<file path="config.mk">
export PLATFORM = sky130hd
export DESIGN_NAME = lc4_divider_iter_flat
export DESIGN_NICKNAME = d
export VERILOG_FILES = /design/src/rtl/lc4_div_pkg.sv /design/src/rtl/lc4_divider_iter_if.sv /design/src/rtl/lc4_div_step.sv /design/src/rtl/lc4_divider_iter.sv /design/src/flat_wrapper.sv
export SDC_FILE = /design/constraint.sdc
export NUM_CORES = 1
export LEC_CHECK = 0
export ABC_AREA = 1
export ABC_CLOCK_PERIOD_IN_PS = 5450
export CORE_MARGIN = 5
export CORE_UTILIZATION = 60
export CTS_CLUSTER_SIZE = 8
export DETAILED_ROUTE_END_ITERATION = 6
export GPL_TIMING_DRIVEN = 0
export MAX_ROUTING_LAYER = met4
export PLACE_DENSITY = 0.89
export SETUP_SLACK_MARGIN = 0.5
export SLEW_MARGIN = 15
export SYNTH_ARGS = -nofsm -noshare
export SYNTH_HDL_FRONTEND = slang
export SYNTH_SLANG_ARGS = --single-unit
</file>
<file path="constraint.sdc">
create_clock -name clk -period 5.45 [get_ports clk]
set_input_delay 0.8175 -clock clk [delete_from_list [all_inputs] [get_ports clk]]
set_output_delay 0.8175 -clock clk [all_outputs]
set_load 0.02 [all_outputs]
</file>
<file path="src/rtl/lc4_div_pkg.sv">
// Shared definitions for the iterative LC4 divider: FSM encoding and counter sizing.
// Pure declarations, no logic or backpressure of its own.
package lc4_div_pkg;

  typedef enum logic [1:0] {
    ST_IDLE = 2'd0,
    ST_BUSY = 2'd1,
    ST_DONE = 2'd2
  } state_e;

  // Wide enough to hold the iteration count WIDTH/BITS_PER_CYCLE itself.
  function automatic int cnt_width(input int width, input int bpc);
    return $clog2(width / bpc + 1);
  endfunction

endpackage

</file>
<file path="src/rtl/lc4_divider_iter_if.sv">
// Request/response bundle of the iterative divider; master = requester/consumer, slave = divider.
// Both directions use valid/ready; the divider raises o_ready only while idle.
interface lc4_divider_iter_if #(
  parameter int WIDTH = 16
);
  logic             i_valid;
  logic             o_ready;
  logic             i_signed;
  logic [WIDTH-1:0] i_dividend;
  logic [WIDTH-1:0] i_divisor;
  logic             o_valid;
  logic             i_ready;
  logic [WIDTH-1:0] o_quotient;
  logic [WIDTH-1:0] o_remainder;
  logic             o_div_by_zero;
  logic             o_busy;

  modport master (
    output i_valid, i_signed, i_dividend, i_divisor, i_ready,
    input  o_ready, o_valid, o_quotient, o_remainder, o_div_by_zero, o_busy
  );

  modport slave (
    input  i_valid, i_signed, i_dividend, i_divisor, i_ready,
    output o_ready, o_valid, o_quotient, o_remainder, o_div_by_zero, o_busy
  );
endinterface

</file>
<file path="src/rtl/lc4_div_step.sv">
// One combinational restoring-division step: shift in the next dividend bit, subtract if it fits.
// Zero latency, no handshake; relies on rem_i < divisor, which the chain maintains.
module lc4_div_step #(
  parameter int WIDTH = 16
) (
  input  logic [WIDTH-1:0] divisor,
  input  logic [WIDTH-1:0] rem_i,
  input  logic [WIDTH-1:0] dvd_i,
  input  logic [WIDTH-1:0] quo_i,
  output logic [WIDTH-1:0] rem_o,
  output logic [WIDTH-1:0] dvd_o,
  output logic [WIDTH-1:0] quo_o
);
  logic [WIDTH:0] rem_sh;
  logic [WIDTH:0] diff;
  logic           fits;
  logic           unused_quo_msb;

  assign unused_quo_msb = quo_i[WIDTH-1];

  always_comb begin
    rem_sh = {rem_i, dvd_i[WIDTH-1]};
    diff   = rem_sh - {1'b0, divisor};
    // rem_sh < 2*divisor, so the borrow out of the WIDTH+1-bit subtract is exactly "does not fit".
    fits   = ~diff[WIDTH];
    rem_o  = fits ? diff[WIDTH-1:0] : rem_sh[WIDTH-1:0];
    dvd_o  = {dvd_i[WIDTH-2:0], 1'b0};
    quo_o  = {quo_i[WIDTH-2:0], fits};
  end
endmodule

</file>
<file path="src/rtl/lc4_divider_iter.sv">
// Iterative restoring divider, BITS_PER_CYCLE quotient bits per clock; result WIDTH/BITS_PER_CYCLE+1 cycles after accept, or 1 cycle for a zero divisor.
// Accepts only in IDLE (o_ready); the result is held in DONE until the consumer's i_ready.
module lc4_divider_iter
  import lc4_div_pkg::*;
#(
  parameter int WIDTH          = 16,
  parameter int BITS_PER_CYCLE = 1
) (
  input logic              clk,
  input logic              rst,
  lc4_divider_iter_if.slave bus
);
  localparam int STEPS = WIDTH / BITS_PER_CYCLE;
  localparam int CW    = cnt_width(WIDTH, BITS_PER_CYCLE);

  state_e           state_q, state_d;
  logic [CW-1:0]    cnt_q, cnt_d;
  logic [WIDTH-1:0] rem_q, rem_d;
  logic [WIDTH-1:0] dvd_q, dvd_d;
  logic [WIDTH-1:0] quo_q, quo_d;
  logic [WIDTH-1:0] dsr_q, dsr_d;
  logic             q_neg_q, q_neg_d;
  logic             r_neg_q, r_neg_d;
  logic [WIDTH-1:0] quot_out_q, quot_out_d;
  logic [WIDTH-1:0] rem_out_q, rem_out_d;
  logic             dbz_q, dbz_d;

  logic             dvd_neg, dsr_neg;
  logic [WIDTH-1:0] dvd_abs, dsr_abs;
  logic [WIDTH-1:0] rem_last, dvd_last, quo_last;

  // WIDTH-bit magnitude keeps |-2^(WIDTH-1)| representable as an unsigned value.
  assign dvd_neg = bus.i_signed & bus.i_dividend[WIDTH-1];
  assign dsr_neg = bus.i_signed & bus.i_divisor[WIDTH-1];
  assign dvd_abs = dvd_neg ? -bus.i_dividend : bus.i_dividend;
  assign dsr_abs = dsr_neg ? -bus.i_divisor : bus.i_divisor;

  for (genvar i = 0; i < BITS_PER_CYCLE; i++) begin : g_step
    logic [WIDTH-1:0] rem_in, dvd_in, quo_in;
    logic [WIDTH-1:0] rem_o, dvd_o, quo_o;
    if (i == 0) begin : g_first
      assign rem_in = rem_q;
      assign dvd_in = dvd_q;
      assign quo_in = quo_q;
    end else begin : g_next
      assign rem_in = g_step[i-1].rem_o;
      assign dvd_in = g_step[i-1].dvd_o;
      assign quo_in = g_step[i-1].quo_o;
    end
    lc4_div_step #(.WIDTH(WIDTH)) u_step (
      .divisor (dsr_q),
      .rem_i   (rem_in),
      .dvd_i   (dvd_in),
      .quo_i   (quo_in),
      .rem_o   (rem_o),
      .dvd_o   (dvd_o),
      .quo_o   (quo_o)
    );
  end

  assign rem_last = g_step[BITS_PER_CYCLE-1].rem_o;
  assign dvd_last = g_step[BITS_PER_CYCLE-1].dvd_o;
  assign quo_last = g_step[BITS_PER_CYCLE-1].quo_o;

  always_comb begin
    state_d    = state_q;
    cnt_d      = cnt_q;
    rem_d      = rem_q;
    dvd_d      = dvd_q;
    quo_d      = quo_q;
    dsr_d      = dsr_q;
    q_neg_d    = q_neg_q;
    r_neg_d    = r_neg_q;
    quot_out_d = quot_out_q;
    rem_out_d  = rem_out_q;
    dbz_d      = dbz_q;
    case (state_q)
      ST_IDLE: begin
        if (bus.i_valid) begin
          if (bus.i_divisor == '0) begin
            state_d    = ST_DONE;
            quot_out_d = '0;
            rem_out_d  = '0;
            dbz_d      = 1'b1;
          end else begin
            state_d = ST_BUSY;
            cnt_d   = CW'(STEPS);
            rem_d   = '0;
            dvd_d   = dvd_abs;
            quo_d   = '0;
            dsr_d   = dsr_abs;
            q_neg_d = dvd_neg ^ dsr_neg;
            r_neg_d = dvd_neg;
            dbz_d   = 1'b0;
          end
        end
      end
      ST_BUSY: begin
        rem_d = rem_last;
        dvd_d = dvd_last;
        quo_d = quo_last;
        cnt_d = cnt_q - 1'b1;
        if (cnt_q == CW'(1)) begin
          state_d    = ST_DONE;
          quot_out_d = q_neg_q ? -quo_last : quo_last;
          rem_out_d  = r_neg_q ? -rem_last : rem_last;
        end
      end
      ST_DONE: begin
        if (bus.i_ready) state_d = ST_IDLE;
      end
      default: state_d = ST_IDLE;
    endcase
  end

  always_ff @(posedge clk) begin
    if (rst) begin
      state_q    <= ST_IDLE;
      cnt_q      <= '0;
      rem_q      <= '0;
      dvd_q      <= '0;
      quo_q      <= '0;
      dsr_q      <= '0;
      q_neg_q    <= 1'b0;
      r_neg_q    <= 1'b0;
      quot_out_q <= '0;
      rem_out_q  <= '0;
      dbz_q      <= 1'b0;
    end else begin
      state_q    <= state_d;
      cnt_q      <= cnt_d;
      rem_q      <= rem_d;
      dvd_q      <= dvd_d;
      quo_q      <= quo_d;
      dsr_q      <= dsr_d;
      q_neg_q    <= q_neg_d;
      r_neg_q    <= r_neg_d;
      quot_out_q <= quot_out_d;
      rem_out_q  <= rem_out_d;
      dbz_q      <= dbz_d;
    end
  end

  assign bus.o_ready       = (state_q == ST_IDLE);
  assign bus.o_valid       = (state_q == ST_DONE);
  assign bus.o_busy        = (state_q != ST_IDLE);
  assign bus.o_quotient    = quot_out_q;
  assign bus.o_remainder   = rem_out_q;
  assign bus.o_div_by_zero = dbz_q;
endmodule

</file>
<file path="src/flat_wrapper.sv">
// flat-port wrapper written by rule: the top's interface ports become plain ports
module lc4_divider_iter_flat import lc4_div_pkg::*;
#(
  parameter int WIDTH          = 16,
  parameter int BITS_PER_CYCLE = 1
)
  (clk, rst, bus_i_valid, bus_i_signed, bus_i_dividend, bus_i_divisor, bus_i_ready, bus_o_ready, bus_o_valid, bus_o_quotient, bus_o_remainder, bus_o_div_by_zero, bus_o_busy);
  lc4_divider_iter_if #(.WIDTH(WIDTH)) bus_i ();
  input logic clk;
  input logic rst;
  input wire logic [$bits(bus_i.i_valid)-1:0] bus_i_valid;
  input wire logic [$bits(bus_i.i_signed)-1:0] bus_i_signed;
  input wire logic [$bits(bus_i.i_dividend)-1:0] bus_i_dividend;
  input wire logic [$bits(bus_i.i_divisor)-1:0] bus_i_divisor;
  input wire logic [$bits(bus_i.i_ready)-1:0] bus_i_ready;
  output wire logic [$bits(bus_i.o_ready)-1:0] bus_o_ready;
  output wire logic [$bits(bus_i.o_valid)-1:0] bus_o_valid;
  output wire logic [$bits(bus_i.o_quotient)-1:0] bus_o_quotient;
  output wire logic [$bits(bus_i.o_remainder)-1:0] bus_o_remainder;
  output wire logic [$bits(bus_i.o_div_by_zero)-1:0] bus_o_div_by_zero;
  output wire logic [$bits(bus_i.o_busy)-1:0] bus_o_busy;
  assign bus_i.i_valid = bus_i_valid;
  assign bus_i.i_signed = bus_i_signed;
  assign bus_i.i_dividend = bus_i_dividend;
  assign bus_i.i_divisor = bus_i_divisor;
  assign bus_i.i_ready = bus_i_ready;
  assign bus_o_ready = bus_i.o_ready;
  assign bus_o_valid = bus_i.o_valid;
  assign bus_o_quotient = bus_i.o_quotient;
  assign bus_o_remainder = bus_i.o_remainder;
  assign bus_o_div_by_zero = bus_i.o_div_by_zero;
  assign bus_o_busy = bus_i.o_busy;
  lc4_divider_iter #(.WIDTH(WIDTH), .BITS_PER_CYCLE(BITS_PER_CYCLE)) u_core (.clk(clk), .rst(rst), .bus(bus_i));
endmodule
</file>
==> out/qor.csv <==
metric;value;unit
status;finished, final reports clean;
async_flop_share;0;%
powerDensity;347.0;nW/um^2
start_kind;flop;
setup_viol;0;
worst_ep_arrival_time;4.27;ns
n_antenna_cell;0;
yosysWarningCount;0;
layout_commonest_cell;nand2_1;
p_leak;3.436;nW
grt_max_degree;20;
fp-row-count;38;
grt_usage;29.05;%
port_buffers;71;
grt_first_pass_wirelength;30420;um
io_pins;73;
grt.overflow.total;0;
crit_top_cell;inv_1;
core;10840;sq um
path_class;flop to flop;
final_hold_viol_count;0;
min_period_over_period;73.57;%
drt-initial-drc-count;642;
syn_area;6660;sq um
ant_nets;0;
worst_pin_slew;0.6628;ns
area_delta_synth_final;16.12;%
initial_core_util;61.44;%
cts_hold_repair.buffers;0;
routed-via-count;7017;
clk_path_buf_depth;2;
antenna_found_initial;0;
layout_common_cells;nand2_1, inv_1, a21oi_1, dfxtp_1, clkdlybuf4s50_1;
clk_latency;0.39;ns
ys_seq_area_share;31.56;%
syn-num-nets;1100;
grt_pass1_vias;6503;
die_w;115.4;um
endpoint_kind;flop;
tns;0;ns
min_path_type;flop to flop;
whs;0.4713;ns
synthFlopType;dfxtp_1;
cts_tree;done;
power;0.002684;W
r2r_slack;1.44;ns
place_inst;1251;
critPathMaxStageDelay;0.45;ns
fin_area;7734;sq um
dr.pass1.iters;6;
synth_edf_count;0;
cp_num_buf_inv;6;
required;5.71;ns
fmax;249.4;MHz
cts_made_buffers;9;
min_period;4.010;ns
ys_ff_latch;105;
critPathSlowestCell;fa_1;
cpLargestDelayFamily;simple AND/OR/NAND/NOR gates;
die_h;115.4;um
wl_per_cell;14.69;um
post_drt_via_cell_ratio;5.538;
rsz0062_at_grt;no;
fin_nets;1182;
vdd_drop_max;0.1766;mV
drc;0;
drv_slew;0;
gp_congestion;0.9366;
postCtsSetupBuffers;0;
place_area;7546;sq um
postRouteWirelength;18620;um
layout-drive-gt1-share;5.768;%
max-slew-margin-rel;55.81;%
yosysUniqueCellTypes;45;
htreeDepth;3;
drv_cap;0;
cts.sinks;105;
cts_resized;0;
dp_hpwl;14140;um
worstPathMaxFanout;10;
die_area;13310;sq um
cp_cell_sequence;ha_1 -> inv_1 -> fa_1 -> nand2_1 -> nand2_1 -> nand3_1 -> nand2_2 -> nand2_4 -> nand3_2 -> nand2_4 -> buf_4 -> ha_1 -> inv_1 -> nor3_1 -> inv_1 -> nor3_1 -> inv_1 -> nor3_1 -> nand2_1 -> o21ai_0 -> inv_1 -> or2_2 -> nand3_1 -> a21oi_1;
synthCells;1040;
fin_cells;1267;
root_buffer;clkbuf_8;
path_clk_slew;0.12;ns
syn_area_per_cell;6.404;sq um
finClkSkew;0.01794;ns
synth_stat cells (2+ instances only):
cell	instances	area share [%]
nor3_1	14	1.1
clkbuf_1	28	1.6
nand3_1	63	4.7
buf_2	7	0.53
nand3b_1	2	0.23
xor2_1	27	3.6
nand3_2	3	0.45
o21bai_1	4	0.45
clkinv_1	2	0.11
inv_2	5	0.28
dfxtp_1	105	32
nand2_1	339	19
o221ai_1	3	0.39
nor4_1	2	0.19
a31oi_1	12	1.1
o21ai_0	37	2.8
inv_1	120	6.8
xnor2_1	8	1.1
buf_6	2	0.34
nor2_1	58	3.3
o211ai_1	7	0.79
a21oi_1	111	8.3
ha_1	22	4.1
or2_2	9	0.85
nand2_2	9	0.85
a21boi_0	2	0.23
nand4_1	9	0.85
nand2_4	7	1.2
o21ai_1	7	0.53
path summary, 6_finish.rpt:
check                                               from                        end  depth (start not counted)
worst max-delay path                     u_core.dsr_q[0]  u_core.bus.o_quotient[12]                         24
worst max register to register           u_core.dsr_q[0]  u_core.bus.o_quotient[12]                         24
worst min-delay path            u_core.bus.o_quotient[2]   u_core.bus.o_quotient[2]                          2
worst min register to register  u_core.bus.o_quotient[2]   u_core.bus.o_quotient[2]                          2
final cells by class:
type,count,area [sq um]
repair buffers,71,710.7
plain buffers,38,170.2
clock buffers,10,127.6
well taps,140,175.2
fillers,913,3107
clock inverters,6,60.06
multi-input cells,770,3911
inverters,127,476.7
flip-flops and latches,105,2102
tightest hold or removal path, stage by stage, from the launching register on:
cell and delay, ns:
dfxtp_1 0.33, nand2_1 0.06, a21oi_1 0.05
power breakdown:
group          switching [W]  internal [W]
combinational       0.000885      0.000451
clock               0.000307      0.000178
sequential         0.0000409      0.000822
total                0.00123       0.00145
stage by stage:
| stage | util, % | setup slack (ns) |
|---|---|---|
| 2_1_floorplan | - | 2.121 |
| 3_3_place_gp | 69.61 | 1.590 |
| 3_5_place_dp | 69.61 | 1.544 |
| 4_1_cts | 71.34 | 1.525 |
| 5_1_grt | 71.34 | 1.025 |
| 6_report | 71.34 | 1.440 |
state kept, by name, indices dropped and copies added (netlist names):
name and cells:
u_core.dsr_q 16, u_core.bus.o_remainder 16, u_core.g_step.rem_in 16, u_core.r_neg_q 1
u_core.g_step.quo_in 15, u_core.bus.o_quotient 16, u_core.q_neg_q 1, u_core.cnt_q 5
u_core.dvd_q 16, u_core.bus.o_div_by_zero 1, u_core.state_q 2
per-layer routing:
metal  GRT usage, %  share of wire, %
met5              -                 0
met4          10.88               2.4
met3          3.316               7.3
met2          47.45                48
met1          36.98                42
logic make-up after synthesis:
group | synth area share (%)
adders and majority gates | 4.434
buffers and inverters | 9.713
xor gates and xnor gates | 4.603
AOI/OAI and AO/OA | 15.99
DFF | 31.56
and+or+nand+nor | 33.70
Note: power is estimated with default switching activity, not from simulation.
